==> src/rtl/mem_arbiter_pkg.sv <==
// mem_arbiter_pkg: shared encodings for the memory arbiter
// Holds the d_type codes, the FSM state codes, the wait-state default and the alignment helper.
package mem_arbiter_pkg;
    localparam int WAIT_STATES_DEFAULT = 2;
    localparam logic [1:0] T_BYTE  = 2'b00;
    localparam logic [1:0] T_HALF  = 2'b01;
    localparam logic [1:0] T_WORD  = 2'b10;
    localparam logic [1:0] T_DWORD = 2'b11;
    localparam logic [2:0] S_IDLE   = 3'd0;
    localparam logic [2:0] S_ACCESS = 3'd1;
    localparam logic [2:0] S_BEAT2  = 3'd2;
    localparam logic [2:0] S_DONE   = 3'd3;
    localparam logic [2:0] S_ERR    = 3'd4;
    function automatic logic misaligned(input logic [1:0] t, input logic [2:0] a);
        return (t == T_HALF && a[0]) || (t == T_WORD && a[1:0] != 2'b00) || (t == T_DWORD && a != 3'b000);
    endfunction
endpackage

==> src/rtl/mem_lane_align.sv <==
// mem_lane_align: big-endian byte-lane steering for the memory arbiter
// Ports: dtype/sgn/off describe the access, beat2 selects the doubleword low half,
// wdata is the right-justified write data, rdata the RAM word, hi the captured first beat;
// be/lane_wdata drive the RAM, lane_rdata is the right-justified, extended read result.
module mem_lane_align
    import mem_arbiter_pkg::*;
(
    input  logic [1:0]  dtype,
    input  logic        sgn,
    input  logic [1:0]  off,
    input  logic        beat2,
    input  logic [63:0] wdata,
    input  logic [31:0] rdata,
    input  logic [31:0] hi,
    output logic [3:0]  be,
    output logic [31:0] lane_wdata,
    output logic [63:0] lane_rdata
);
    logic [7:0]  byt;
    logic [15:0] half;
    // offset 0 lives in bits 31:24, so the addressed byte sits 8*(3-off) bits up
    assign byt  = 8'(rdata >> {~off, 3'b000});
    assign half = off[1] ? rdata[15:0] : rdata[31:16];
    always_comb begin
        be = dtype == T_BYTE ? 4'b1000 >> off : dtype == T_HALF ? (off[1] ? 4'b0011 : 4'b1100) : 4'b1111;
        lane_wdata = dtype == T_BYTE ? {4{wdata[7:0]}} :
                     dtype == T_HALF ? {2{wdata[15:0]}} :
                     dtype == T_DWORD && !beat2 ? wdata[63:32] : wdata[31:0];
        lane_rdata = dtype == T_BYTE ? {{56{sgn & byt[7]}}, byt} :
                     dtype == T_HALF ? {{48{sgn & half[15]}}, half} :
                     dtype == T_WORD ? {32'd0, rdata} : {hi, rdata};
    end
endmodule

==> src/rtl/mem_arbiter.sv <==
// mem_arbiter: round-robin arbiter sharing one 32-bit RAM between instruction fetch and data ports
// Ports: clk/clr (async active-low reset); if_req/if_addr -> if_moc/if_data fetch port;
// d_req/d_rw/d_type/d_signed/d_addr/d_wdata -> d_moc/d_rdata/d_misalign data port;
// mem_en/mem_we/mem_addr/mem_be/mem_wdata/mem_rdata RAM port.
module mem_arbiter
    import mem_arbiter_pkg::*;
#(
    parameter int WAIT_STATES = WAIT_STATES_DEFAULT
) (
    input  logic        clk,
    input  logic        clr,
    input  logic        if_req,
    input  logic [31:0] if_addr,
    output logic        if_moc,
    output logic [31:0] if_data,
    input  logic        d_req,
    input  logic        d_rw,
    input  logic [1:0]  d_type,
    input  logic        d_signed,
    input  logic [31:0] d_addr,
    input  logic [63:0] d_wdata,
    output logic        d_moc,
    output logic [63:0] d_rdata,
    output logic        d_misalign,
    output logic        mem_en,
    output logic        mem_we,
    output logic [31:0] mem_addr,
    output logic [3:0]  mem_be,
    output logic [31:0] mem_wdata,
    input  logic [31:0] mem_rdata
);
    localparam logic [3:0] WS = 4'(WAIT_STATES);
    logic [2:0]  state;
    logic [3:0]  cnt;
    logic        last_d, g_d, rw, sgn;
    logic [1:0]  dtype;
    logic [31:0] addr, hi, if_q;
    logic [63:0] wdata, d_q;
    logic        grant_d, active, beat2, last;
    logic [3:0]  be;
    logic [31:0] lane_wdata;
    logic [63:0] lane_rdata;
    // data wins when it is the only requester or fetch was granted last
    assign grant_d = d_req & (~if_req | ~last_d);
    assign active  = state == S_ACCESS || state == S_BEAT2;
    assign beat2   = state == S_BEAT2;
    assign last    = cnt == WS;
    mem_lane_align u_lane (
        .dtype      (dtype),
        .sgn        (sgn),
        .off        (addr[1:0]),
        .beat2      (beat2),
        .wdata      (wdata),
        .rdata      (mem_rdata),
        .hi         (hi),
        .be         (be),
        .lane_wdata (lane_wdata),
        .lane_rdata (lane_rdata)
    );
    always_ff @(posedge clk or negedge clr) begin
        if (!clr) begin
            state  <= S_IDLE;
            cnt    <= 4'd0;
            last_d <= 1'b1;
            g_d    <= 1'b0;
            rw     <= 1'b0;
            sgn    <= 1'b0;
            dtype  <= T_BYTE;
            addr   <= 32'd0;
            wdata  <= 64'd0;
            hi     <= 32'd0;
            if_q   <= 32'd0;
            d_q    <= 64'd0;
        end else if (state == S_IDLE && (if_req || d_req)) begin
            g_d    <= grant_d;
            last_d <= grant_d;
            cnt    <= 4'd0;
            addr   <= grant_d ? d_addr : if_addr;
            dtype  <= grant_d ? d_type : T_WORD;
            rw     <= grant_d ? d_rw : 1'b1;
            sgn    <= grant_d & d_signed;
            wdata  <= d_wdata;
            state  <= grant_d && misaligned(d_type, d_addr[2:0]) ? S_ERR : S_ACCESS;
        end else if (active) begin
            cnt <= last ? 4'd0 : cnt + 4'd1;
            if (last && !beat2 && g_d && dtype == T_DWORD) begin
                hi    <= mem_rdata;
                state <= S_BEAT2;
            end else if (last) begin
                state <= S_DONE;
                if (g_d)
                    d_q <= lane_rdata;
                else
                    if_q <= mem_rdata;
            end
        end else if (state == S_DONE || state == S_ERR) begin
            state <= S_IDLE;
        end
    end
    assign mem_en     = active;
    assign mem_we     = active & ~rw;
    assign mem_be     = active ? be : 4'd0;
    // doubleword addresses are 8-aligned, so bit 2 alone selects the second beat
    assign mem_addr   = active ? {addr[31:3], addr[2] | beat2, 2'b00} : 32'd0;
    assign mem_wdata  = active ? lane_wdata : 32'd0;
    assign if_moc     = state == S_DONE && !g_d;
    assign d_moc      = state == S_DONE && g_d;
    assign d_misalign = state == S_ERR;
    assign if_data    = if_q;
    assign d_rdata    = d_q;
endmodule

==> config.mk <==
export PLATFORM = sky130hd
export DESIGN_NAME = mem_arbiter
export DESIGN_NICKNAME = d
export VERILOG_FILES = /design/src/rtl/mem_arbiter_pkg.sv /design/src/rtl/mem_lane_align.sv /design/src/rtl/mem_arbiter.sv
export SDC_FILE = /design/constraint.sdc
export NUM_CORES = 1
export LEC_CHECK = 0
export CAP_MARGIN = 10
export CORE_UTILIZATION = 45
export CTS_CLUSTER_SIZE = 14
export DETAILED_ROUTE_END_ITERATION = 6
export PLACE_DENSITY_LB_ADDON = 0.05
export SLEW_MARGIN = 20
export SYNTH_ARGS = -nofsm -noshare
export SYNTH_HDL_FRONTEND = slang
export SYNTH_SLANG_ARGS = --single-unit
==> constraint.sdc <==
create_clock -name clk -period 6.4 [get_ports clk]
set_clock_uncertainty 0.1 [all_clocks]
set_input_delay 1.28 -clock clk [delete_from_list [all_inputs] [get_ports clk]]
set_output_delay 1.28 -clock clk [all_outputs]
set_load 0.005 [all_outputs]
; Word level (Yosys, flattened, before mapping)
; Index checks and enable logic that the tools add are counted.
[op_classes]
n_addsub = 1
n_eq_ne = 12
n_shift = 2
n_mux = 25
bitwise_logic = 14
n_reduce_logical = 28
[ops]
columns = operator, n
row1 = $mux 32, 6
row2 = $mux 64, 3
row3 = $shr 32x5->8, 1
row4 = $mux 4, 7
row5 = $mux 3, 6
row6 = $mux 16, 1
row7 = $logic_and 1x1->1, 11
row8 = $reduce_and 5->1, 2
row9 = $eq 2x2->1 const B, 4
row10 = $eq 3x2->1 const B, 2
row11 = $not 1->1, 6
row12 = $reduce_bool 3->1, 2
row13 = $and 1x1->1, 5
row14 = $logic_or 1x1->1, 5
row15 = $add 4x1->4 const B, 1
row16 = $eq 2x1->1 const B, 2
row17 = $eq 4x2->1 const B, 1
row18 = $ne 4x1->1 const B, 1
row19 = $reduce_bool 2->1, 2
row20 = $shr 4x2->4 const A, 1
row21 = $eq 3x1->1 const B, 1
row22 = $eq 3x3->1 const B, 1
row23 = $logic_not 3->1, 1
row24 = $reduce_and 3->1, 1
row25 = 7 further kinds, 9
[word_totals]
regBits = 237
output_inout_bits = 169
word_cells = 94

; Depth between registers and ports, before layout
; Gate-level depths: netlist of the first run.
[depth]
word_depth = 8
ltp_mapped = 8
ltp_nobuf = 6

; By module
; A second synthesis of the first run with hierarchy kept.
[unflattened]
cells_unflattened = 1211
area_unflattened_um2 = 12218.0
[modules_own_cells]
columns = module, n_inst, cells_per_inst, area_per_inst_um2, seq_area_each_um2
row1 = mem_arbiter, 1, 881, 10139.7, 5931.9
row2 = mem_lane_align, 1, 330, 2078.2, 0.0

; Worst setup path before layout of the first run
; No wires, ideal clock.
[synth_path]
path_type = flip-flop to output port
start = reg state[0]
end = out mem_wdata[19]
arrival_ps = 1490
required_time_ps = 5020
setup_slack_ps = 3530
stages_incl_launch_ff = 6
n_path_buf = 1
path_cell_list = dfrtp_1 -> nand2b_1 -> o21ai_2 -> clkbuf_1 -> nand2_1 -> a311oi_1
[synth_via]
elab_chain_len = 7
elab_cells_between_ends = 9
[synth_lines]
columns = item, line_no
row1 = start: declaration, mem_arbiter.sv:33  ; logic [2:0] state;
row2 = start signal: assignment, mem_arbiter.sv:83  ; state <= grant_d && misaligned(d_type, d_addr[2:0]) ? S_ERR : S_ACCESS;
row3 = $eq 3x2->1, "mem_arbiter.sv:45, mem_arbiter.sv:46"
row4 = $logic_not 1->1, mem_lane_align.sv:28  ; dtype == T_DWORD && !beat2 ? wdata[63:32] : wdata[31:0];
row5 = $logic_and 1x1->1, mem_lane_align.sv:28
row6 = $mux 32, mem_lane_align.sv:28
row7 = $mux 32, mem_lane_align.sv:27  ; dtype == T_HALF ? {2{wdata[15:0]}} :
row8 = $mux 32, mem_lane_align.sv:26  ; lane_wdata = dtype == T_BYTE ? {4{wdata[7:0]}} :
row9 = $mux 32 (*), mem_arbiter.sv:105  ; assign mem_wdata = active ? lane_wdata : 32'd0;
row10 = end: declaration, mem_arbiter.sv:29  ; output logic [31:0] mem_wdata,
; Mark *: on every way between the ends. The rest lies on a longest branch, timed or not.

; Worst setup path after layout of the first run
[layout_path]
start = reg state[0]
end = out mem_addr[6]
[layout_via]
elab_chain_len = 3
elab_cells_between_ends = 4
[layout_lines]
columns = item, line_no
row1 = $eq 3x1->1 / $eq 3x2->1 (equally long branches), mem_arbiter.sv:45  ; assign active = state == S_ACCESS || state == S_BEAT2;
row2 = $logic_or 1x1->1 (*), mem_arbiter.sv:45
row3 = $mux 32 (*), mem_arbiter.sv:104  ; assign mem_addr = active ? {addr[31:3], addr[2] | beat2, 2'b00} : 32'd0;
row4 = end: declaration, mem_arbiter.sv:27  ; output logic [31:0] mem_addr,
; Marks and branches as above.

==> results of run 1 <==
## sequential cells by signal, summed over array words and instances (netlist names), 2 cells and up
register	cells
d_rdata	64
wdata	64
addr	32
hi	32
if_data	32
cnt	4
state	3
dtype	2
## cell usage in the layout (no fill, tap or decap), types with 25 or more instances in the layout
master and n:
a21oi_1 37, a31oi_1 53, and2_1 33, clkbuf_16 25, clkdlybuf4s50_1 333, dfrtp_1 235
mux2_2 61, mux2i_1 39, nand2_1 344, nor2_1 96, o21ai_0 54
## report_power, final
group          internal (mW)  switching (mW)  total, mW
registers               2.16           0.474       2.64
logic                   1.75            1.52       3.27
clock network          0.909           0.608       1.52
total                   4.82            2.60       7.43
## routing by layer
metal / part of all wire / vias up / wire length [microns] / global-route usage
met4: 0.031 / 2 / 1030 / 0.0835
met2: 0.48 / 345 / 15800 / 0.431
met3: 0.070 / 69 / 2300 / 0.0573
li1: - / 4528 / - / -
met5: 0.00042 / - / 14 / 0
met1: 0.42 / 4583 / 13800 / 0.345
## critical path: cells and delay by family, from the launching register on
family                    cells  cell delay, ps
and+or+nand+nor               2             770
xor gates and xnor gates      1             330
DFF                           1             590
buffers and inverters         2            1340
## cell families (layout without fill, tap and decap cells)
kind of cell,count (synthesis),after routing,share of synthesized area
AND/OR/NAND/NOR,519,519,0.197
flip-flops,237,237,0.533
AO/OA/AOI/OAI,207,207,0.118
multiplexers,105,105,0.104
buffers and inverters,98,402,0.0430
adder cells (fa/ha/maj),2,2,0.00225
XOR/XNOR,2,2,0.00225
other,1,2,0.000337
## through the flow
stage	cell area [sq um]	instances	util
floorplan	11100	1172	-
global placement	14600	1753	0.602
detailed placement	14600	1753	0.602
CTS	15500	1799	0.637
global route	15500	1800	0.638
finish	15500	1800	0.638
## how the worst max path moves through the flow
stage	endpoint	slack (ps)	cells past startpoint
detailed placement	mem_addr[6]	1970	5
CTS	mem_addr[6]	1400	5
floorplan	mem_wdata[19]	3530	5
finish	mem_addr[6]	1430	5
global placement	mem_be[0]	2080	5
global route	mem_addr[6]	1120	5
## final cells by class
type,count,area [sq um],area share
multi-input cells,837,4760,0.308
flip-flops and latches,237,5930,0.383
repair buffers,348,3490,0.225
well taps,324,405,0.0262
clock buffers,40,772,0.0499
clock inverters,6,95.1,0.00614
inverters,8,30.0,0.00194
==> impl_metrics.tcl, run 1 <==
set metrics [dict create \
    cellLeakagePower_nw 6.84 \
    worstReg2RegStart "dtype[0]" \
    cp_slowest_stage_delay_ps 830 \
    io_pins 337 \
    synth_top_cell_area_share 0.531 \
    clk_pin_slew_ps 60 \
    via_per_inst 5.29 \
    fillCellCount 2077 \
    synth-edff-count 0 \
    cts_setup_buffers 0 \
    critical_path_class "flip-flop to output port" \
    cts-hold-fix-buffers 0 \
    worst_slew_pin_slew_ps 1090 \
    die_y_microns 159 \
    finalCriticalPeriod_ps 4970 \
    setup_viol 0 \
    syn_to_final_growth_pct 39.2 \
    grt.overflow.total 0 \
    vias 9527 \
    grt_pass1_wl_microns 52400 \
    status "finished clean" \
    timing.fmax_ghz 0.201 \
    worstPathCellList "xor2_1, nand2b_2, inv_1, and2_1, clkdlybuf4s50_1" \
    die-area_sq_mm 0.0253 \
    ir_drop_mv 0.284 \
    ctsResizeCount 0 \
    path_max_fanout 43 \
    yosys_warnings 0 \
    port_buffers 334 \
    dp_hpwl_microns 22400 \
    insertedDiodeCount 0 \
    ant_nets 0 \
    synth_common_cells "nand2_1, dfrtp_1, nor2_1" \
    power_mw 7.43 \
    fin_ws_ps 1430 \
    syn_inst 1171 \
    startpoint "state[0]" \
    rsz0062_at_grt "no" \
    antenna_found_initial 1 \
    nets 1627 \
    grt_max_degree 125 \
    power_density_mw_per_mm2 480 \
    core-area_sq_mm 0.0242 \
    clk_path_buf_depth 3 \
    die_x_microns 159 \
    grt_usage 0.262 \
    fin_setup_tns_ps 0 \
    ys_ff_latch 237 \
    cts.sink_count 237 \
    clock_latency_ps 540 \
    maxSlewViolCount 0 \
    cts-root-buf "clkbuf_16" \
    cts_tree "built" \
    netlist.top_cell.by_area "dfrtp_1" \
    synth_area_leaders "dfrtp_1, nand2_1, mux2_2, mux2i_1, nor2_1" \
    synth_area_sq_mm 0.0111 \
    wirelength_microns 33000 \
    r2r_slack_ps 3420 \
    wl_per_cell_microns 18.3 \
    rr_endpoint "d_rdata[47]" \
    hold_path_depth 2 \
    async_reset_ff_frac 1.00 \
    cp_slowest_cell "inv_1" \
    hold_violations 0 \
    place_congestion 0.827 \
    yosysSeqAreaShare 0.533 \
    cp.required_ps 5020 \
    synth_most_common_cell "nand2_1" \
    synth.avg_cell_area_sq_um 9.50 \
    start_kind "flip-flop" \
    cap_violations 0 \
    synthFlopType "dfrtp_1" \
    drtPass1Iterations 5 \
    worstHoldStart "addr[11]" \
    drt_iter0_drc 664 \
    cp_data_arrival_time_ps 3590 \
    drc 0 \
    cts_buffers 25 \
    cp-end-kind "output port" \
    synth_cell_type_count 57 \
    finalCritPeriodShare 0.776 \
    rows 57 \
    holdWs_ps 373 \
    post-place-ws_ps 1970 \
    start_util 0.459 \
    slew_headroom 0.270 \
    grt_pass1_vias 9381 \
    cts_max_level 1 \
    reg2reg_depth 5 \
    min_to "addr[11]" \
    final_layout_size_suffix_gt1_frac 0.0955 \
    holdCritPathClass "flip-flop to flip-flop" \
]
Note: power is estimated with default switching activity, not from simulation.
==> run 2: changes to the inputs <==
- CORE_UTILIZATION: 45 -> 43
- clock period: 6.4 -> 4.4 ns (I/O delays scaled with it)
==> run 2 against run 1 <==
Compared with the run above:
- combinational power is 48% higher
- highest routed layer is now met4
- largest cell class unchanged
- core utilization is 1.6 points lower
- setup slack worse by 1200 ps
- worst hold slack worse by 79 ps
- largest power group unchanged
==> impl_metrics.tcl, run 2 (synthesis results as in run 1) <==
set metrics [dict create \
    numPlacedInstances 1767 \
    reg2reg_depth 5 \
    ant_nets 0 \
    fin_ws_ps 266 \
    maxSlewViolCount 0 \
    layout_commonest_cell "nand2_1" \
    multi_input_area_sq_mm 0.00477 \
    cellLeakagePower_nw 6.95 \
    clock_latency_ps 530 \
    rr_endpoint "d_rdata[24]" \
    r2r_slack_ps 1640 \
    post-place-ws_ps 821 \
    rows 58 \
    syn_to_final_growth_pct 41.4 \
    grt_max_degree 114 \
    timing.fmax_ghz 0.242 \
    cts_max_level 1 \
    place_congestion 0.889 \
    cts_tree "built" \
    fillCellCount 2194 \
    drc 0 \
    antenna_found_initial 1 \
    start_kind "flip-flop" \
    grt_pass1_wl_microns 52400 \
    cts-root-buf "clkbuf_16" \
    rsz0062_at_grt "no" \
    grt_pass1_vias 9390 \
    clk_pin_slew_ps 60 \
    insertedDiodeCount 0 \
    cp_data_arrival_time_ps 3150 \
    io_pins 337 \
    seq_area_sq_mm 0.00593 \
    instances_no_fill 1817 \
    slew_headroom 0.293 \
    holdWs_ps 294 \
    core-area_sq_mm 0.0253 \
    drtPass1Iterations 5 \
    start_util 0.440 \
    holdCritPathClass "primary input to asynchronous set/reset pin" \
    final_layout_size_suffix_gt1_frac 0.105 \
    mostFrequentLayoutCells "nand2_1, clkdlybuf4s50_1, dfrtp_1" \
    cts.sink_count 237 \
    wl_per_cell_microns 18.3 \
    worst_slew_pin_slew_ps 1060 \
    grt_usage 0.253 \
    post-route-util 0.623 \
    port_buffers 334 \
    vias 9519 \
    cts_setup_buffers 0 \
    worstReg2RegStart "state[1]" \
    setup_viol 0 \
    clk_path_buf_depth 3 \
    die-area_sq_mm 0.0265 \
    drt_iter0_drc 700 \
    fin_setup_tns_ps 0 \
    die_x_microns 163 \
    dp_hpwl_microns 22800 \
    die_y_microns 163 \
    power_density_mw_per_mm2 714 \
    critical_path_class "flip-flop to output port" \
    ir_drop_mv 0.361 \
    cts-hold-fix-buffers 0 \
    finalCritPeriodShare 0.940 \
    cts_buffers 28 \
    grt.overflow.total 0 \
    startpoint "state[0]" \
    nets 1637 \
    path_max_fanout 14 \
    cap_violations 0 \
    ctsResizeCount 0 \
    cp-end-kind "output port" \
    via_per_inst 5.24 \
    wirelength_microns 33300 \
    finalCriticalPeriod_ps 4130 \
    status "finished clean" \
    cp.required_ps 3420 \
    hold_violations 0 \
]
==> run 2: worst max path at each step <==
stage	to	slack [ps]	depth (start not counted)
finish	mem_wdata[14]	270	6
global route	mem_wdata[14]	80	6
CTS	mem_wdata[14]	180	6
detailed placement	mem_wdata[14]	820	6
global placement	mem_wdata[22]	910	6
floorplan	mem_wdata[19]	1930	5
==> run 2: power breakdown <==
part           leakage (nW)  internal, mW  switching [mW]
Sequential             2.91          3.15           0.690
Clock                 0.508          1.64           0.911
Combinational          3.53          2.58            2.26
Total                  6.95          7.37            3.86
==> run 2: per-stage QoR <==
stage,power (mW),instance area (sq um)
2_1_floorplan,6.16,11100
3_3_place_gp,8.64,14700
3_5_place_dp,8.72,14700
4_1_cts,11.3,15700
5_1_grt,12.0,15700
6_report,11.2,15700
==> run 2: cell type report <==
cell class	count	share of cell area
clock buffer	37	0.0519
sequential	237	0.377
timing repair buffer	355	0.225
inverter	8	0.00191
clock inverter	13	0.0140
multi-input combinational	837	0.303
tap	330	0.0263
==> run 2: critical path, stage by stage, from the launching register on <==
cell and delay (ps):
dfrtp_1 520, nand2b_1 260, o21ai_2 550, buf_4 330
nand2_1 80, a311oi_1 320, clkdlybuf4s50_1 560
==> run 2: routing by layer <==
metal / global-route usage / up-vias / share of wire
met5: 0 / - / 0
met3: 0.0634 / 54 / 0.080
met4: 0.0650 / 0 / 0.022
met1: 0.328 / 4598 / 0.41
li1: - / 4547 / -
met2: 0.421 / 320 / 0.49
==> run 3: changes to the inputs <==
- ABC_CLOCK_PERIOD_IN_PS: default -> 4900
- CORE_UTILIZATION: 43 -> 45
- SETUP_SLACK_MARGIN: default -> 0.5
- clock period: 4.4 -> 4.9 ns (I/O delays scaled with it)
==> run 3 against run 2 <==
Compared with the run above:
- wire length decreased by 2.5%
- global-route usage increased by 0.50 points
- die area fell by 4.4%
- worst hold slack gained 79 ps
- setup slack better by 410 ps
- largest power group unchanged
==> impl_metrics.tcl, run 3 (synthesis results as in run 1) <==
set metrics [dict create \
    status "finished clean" \
    drt_iter0_drc 643 \
    wl_per_cell_microns 18.0 \
    cp.depth 5 \
    ant_nets 0 \
    wirelength_microns 32400 \
    worst_slew_pin_slew_ps 975 \
    cp.required_ps 3820 \
    power_density_mw_per_mm2 624 \
    via_per_inst 5.20 \
    start_util 0.459 \
    cts_setup_buffers 0 \
    grt.overflow.total 0 \
    clock_latency_ps 530 \
    seqPwrFrac 0.358 \
    switching_share 0.349 \
    layout_commonest_cell "nand2_1" \
    ctsResizeCount 0 \
    timing.fmax_ghz 0.237 \
    cts_max_level 1 \
    mostFrequentLayoutCells "nand2_1, clkdlybuf4s50_1, dfrtp_1" \
    dp_hpwl_microns 22400 \
    power_switching_mw 3.38 \
    path_delay_family "buffers and inverters" \
    rows 57 \
    cap_violations 0 \
    cp_data_arrival_time_ps 3140 \
    seq_area_sq_mm 0.00593 \
    fin_setup_tns_ps 0 \
    p_int_mw 6.31 \
    clk_path_buf_depth 3 \
    cts-hold-fix-buffers 0 \
    cp_num_buf_inv 2 \
    cp_slowest_stage_delay_ps 660 \
    start_kind "flip-flop" \
    nets 1633 \
    grt_usage 0.258 \
    antenna_found_initial 0 \
    cts_buffers 26 \
    cp-end-kind "output port" \
    comb_power_share 0.442 \
    reg2reg_depth 5 \
    grt_max_degree 118 \
    rsz0062_at_grt "no" \
    multi_input_area_sq_mm 0.00476 \
    finalCriticalPeriod_ps 4220 \
    path_max_fanout 28 \
    grt_pass1_vias 9171 \
    clk_pin_slew_ps 60 \
    final_layout_size_suffix_gt1_frac 0.0979 \
    core-area_sq_mm 0.0242 \
    insertedDiodeCount 0 \
    worstPathCellList "buf_4, nor2_1, o21ai_0, and2_1, clkdlybuf4s50_1" \
    ir_drop_mv 0.302 \
    port_buffers 334 \
    die_y_microns 159 \
    holdCritPathClass "flip-flop to flip-flop" \
    final_cell_area_sq_mm 0.0155 \
    drtPass1Iterations 5 \
    drc 0 \
    place_area_sq_mm 0.0146 \
    maxSlewViolCount 0 \
    vias 9377 \
    grt_pass1_wl_microns 51600 \
    fillCellCount 2098 \
    cp_slowest_cell "o21ai_0" \
    hold_path_depth 2 \
    io_pins 337 \
    setup_viol 0 \
    cts-root-buf "clkbuf_16" \
    hold_violations 0 \
    slew_headroom 0.350 \
    die-area_sq_mm 0.0253 \
    syn_to_final_growth_pct 39.5 \
    cellLeakagePower_nw 6.86 \
    cts_tree "built" \
    clkPwrFrac 0.201 \
    critical_path_class "flip-flop to output port" \
    die_x_microns 159 \
    finalCritPeriodShare 0.862 \
    cts.sink_count 237 \
    place_congestion 0.825 \
]
-- run 3: final timing paths --
kind | startpoint | endpoint | slack [ps]
worst min register to register | wdata[43] | wdata[43] | 370
worst max-delay path | dtype[0] | mem_be[0] | 680
min in group asynchronous | clr | d_rdata[55] | 390
worst min-delay path | wdata[43] | wdata[43] | 370
worst max register to register | state[0] | wdata[23] | 2220
max in group asynchronous | clr | wdata[33] | 3220
-- run 3: layout make-up --
class                   instances  area share
inverters                       8     0.00194
clock buffers                  42      0.0516
flip-flops and latches        237       0.382
multi-input cells             837       0.307
clock inverters                 4     0.00387
repair buffers                353       0.227
well taps                     324      0.0261
-- run 3: power by group through the flow --
stage / clock network, mW / logic (mW) / registers, mW
after floorplan: 0 / 2.25 / 3.28
after global placement: 0 / 4.22 / 3.47
after detailed placement: 0 / 4.31 / 3.49
after CTS: 1.98 / 4.34 / 3.47
after global routing: 2.07 / 4.70 / 3.58
final: 1.94 / 4.28 / 3.47
-- run 3: through the flow --
step           total power [mW]  hold WS (ps)  setup slack (ps)  std cells   util
2_1_floorplan              5.53           342              2330       1172      -
3_3_place_gp               7.69           359              1340       1758  0.604
3_5_place_dp               7.80           362              1190       1758  0.604
4_1_cts                    9.79           376               634       1804  0.639
5_1_grt                    10.4           395               516       1805  0.640
6_report                   9.69           374               676       1805  0.640
-- run 3: tightest hold or removal path: cells and delay by family (launching register included) --
family / cells / cell delay (ps)
flip-flops: 1 / 340
AND/OR/NAND/NOR: 2 / 110
-- run 3: metal layers --
layer	wire length (microns)	vias up	part of all wire	track usage
li1	-	4537	-	-
met1	13300	4455	0.41	0.334
met2	16100	331	0.50	0.436
met3	2080	54	0.064	0.0531
met4	907	0	0.028	0.0765
met5	0	-	0	0
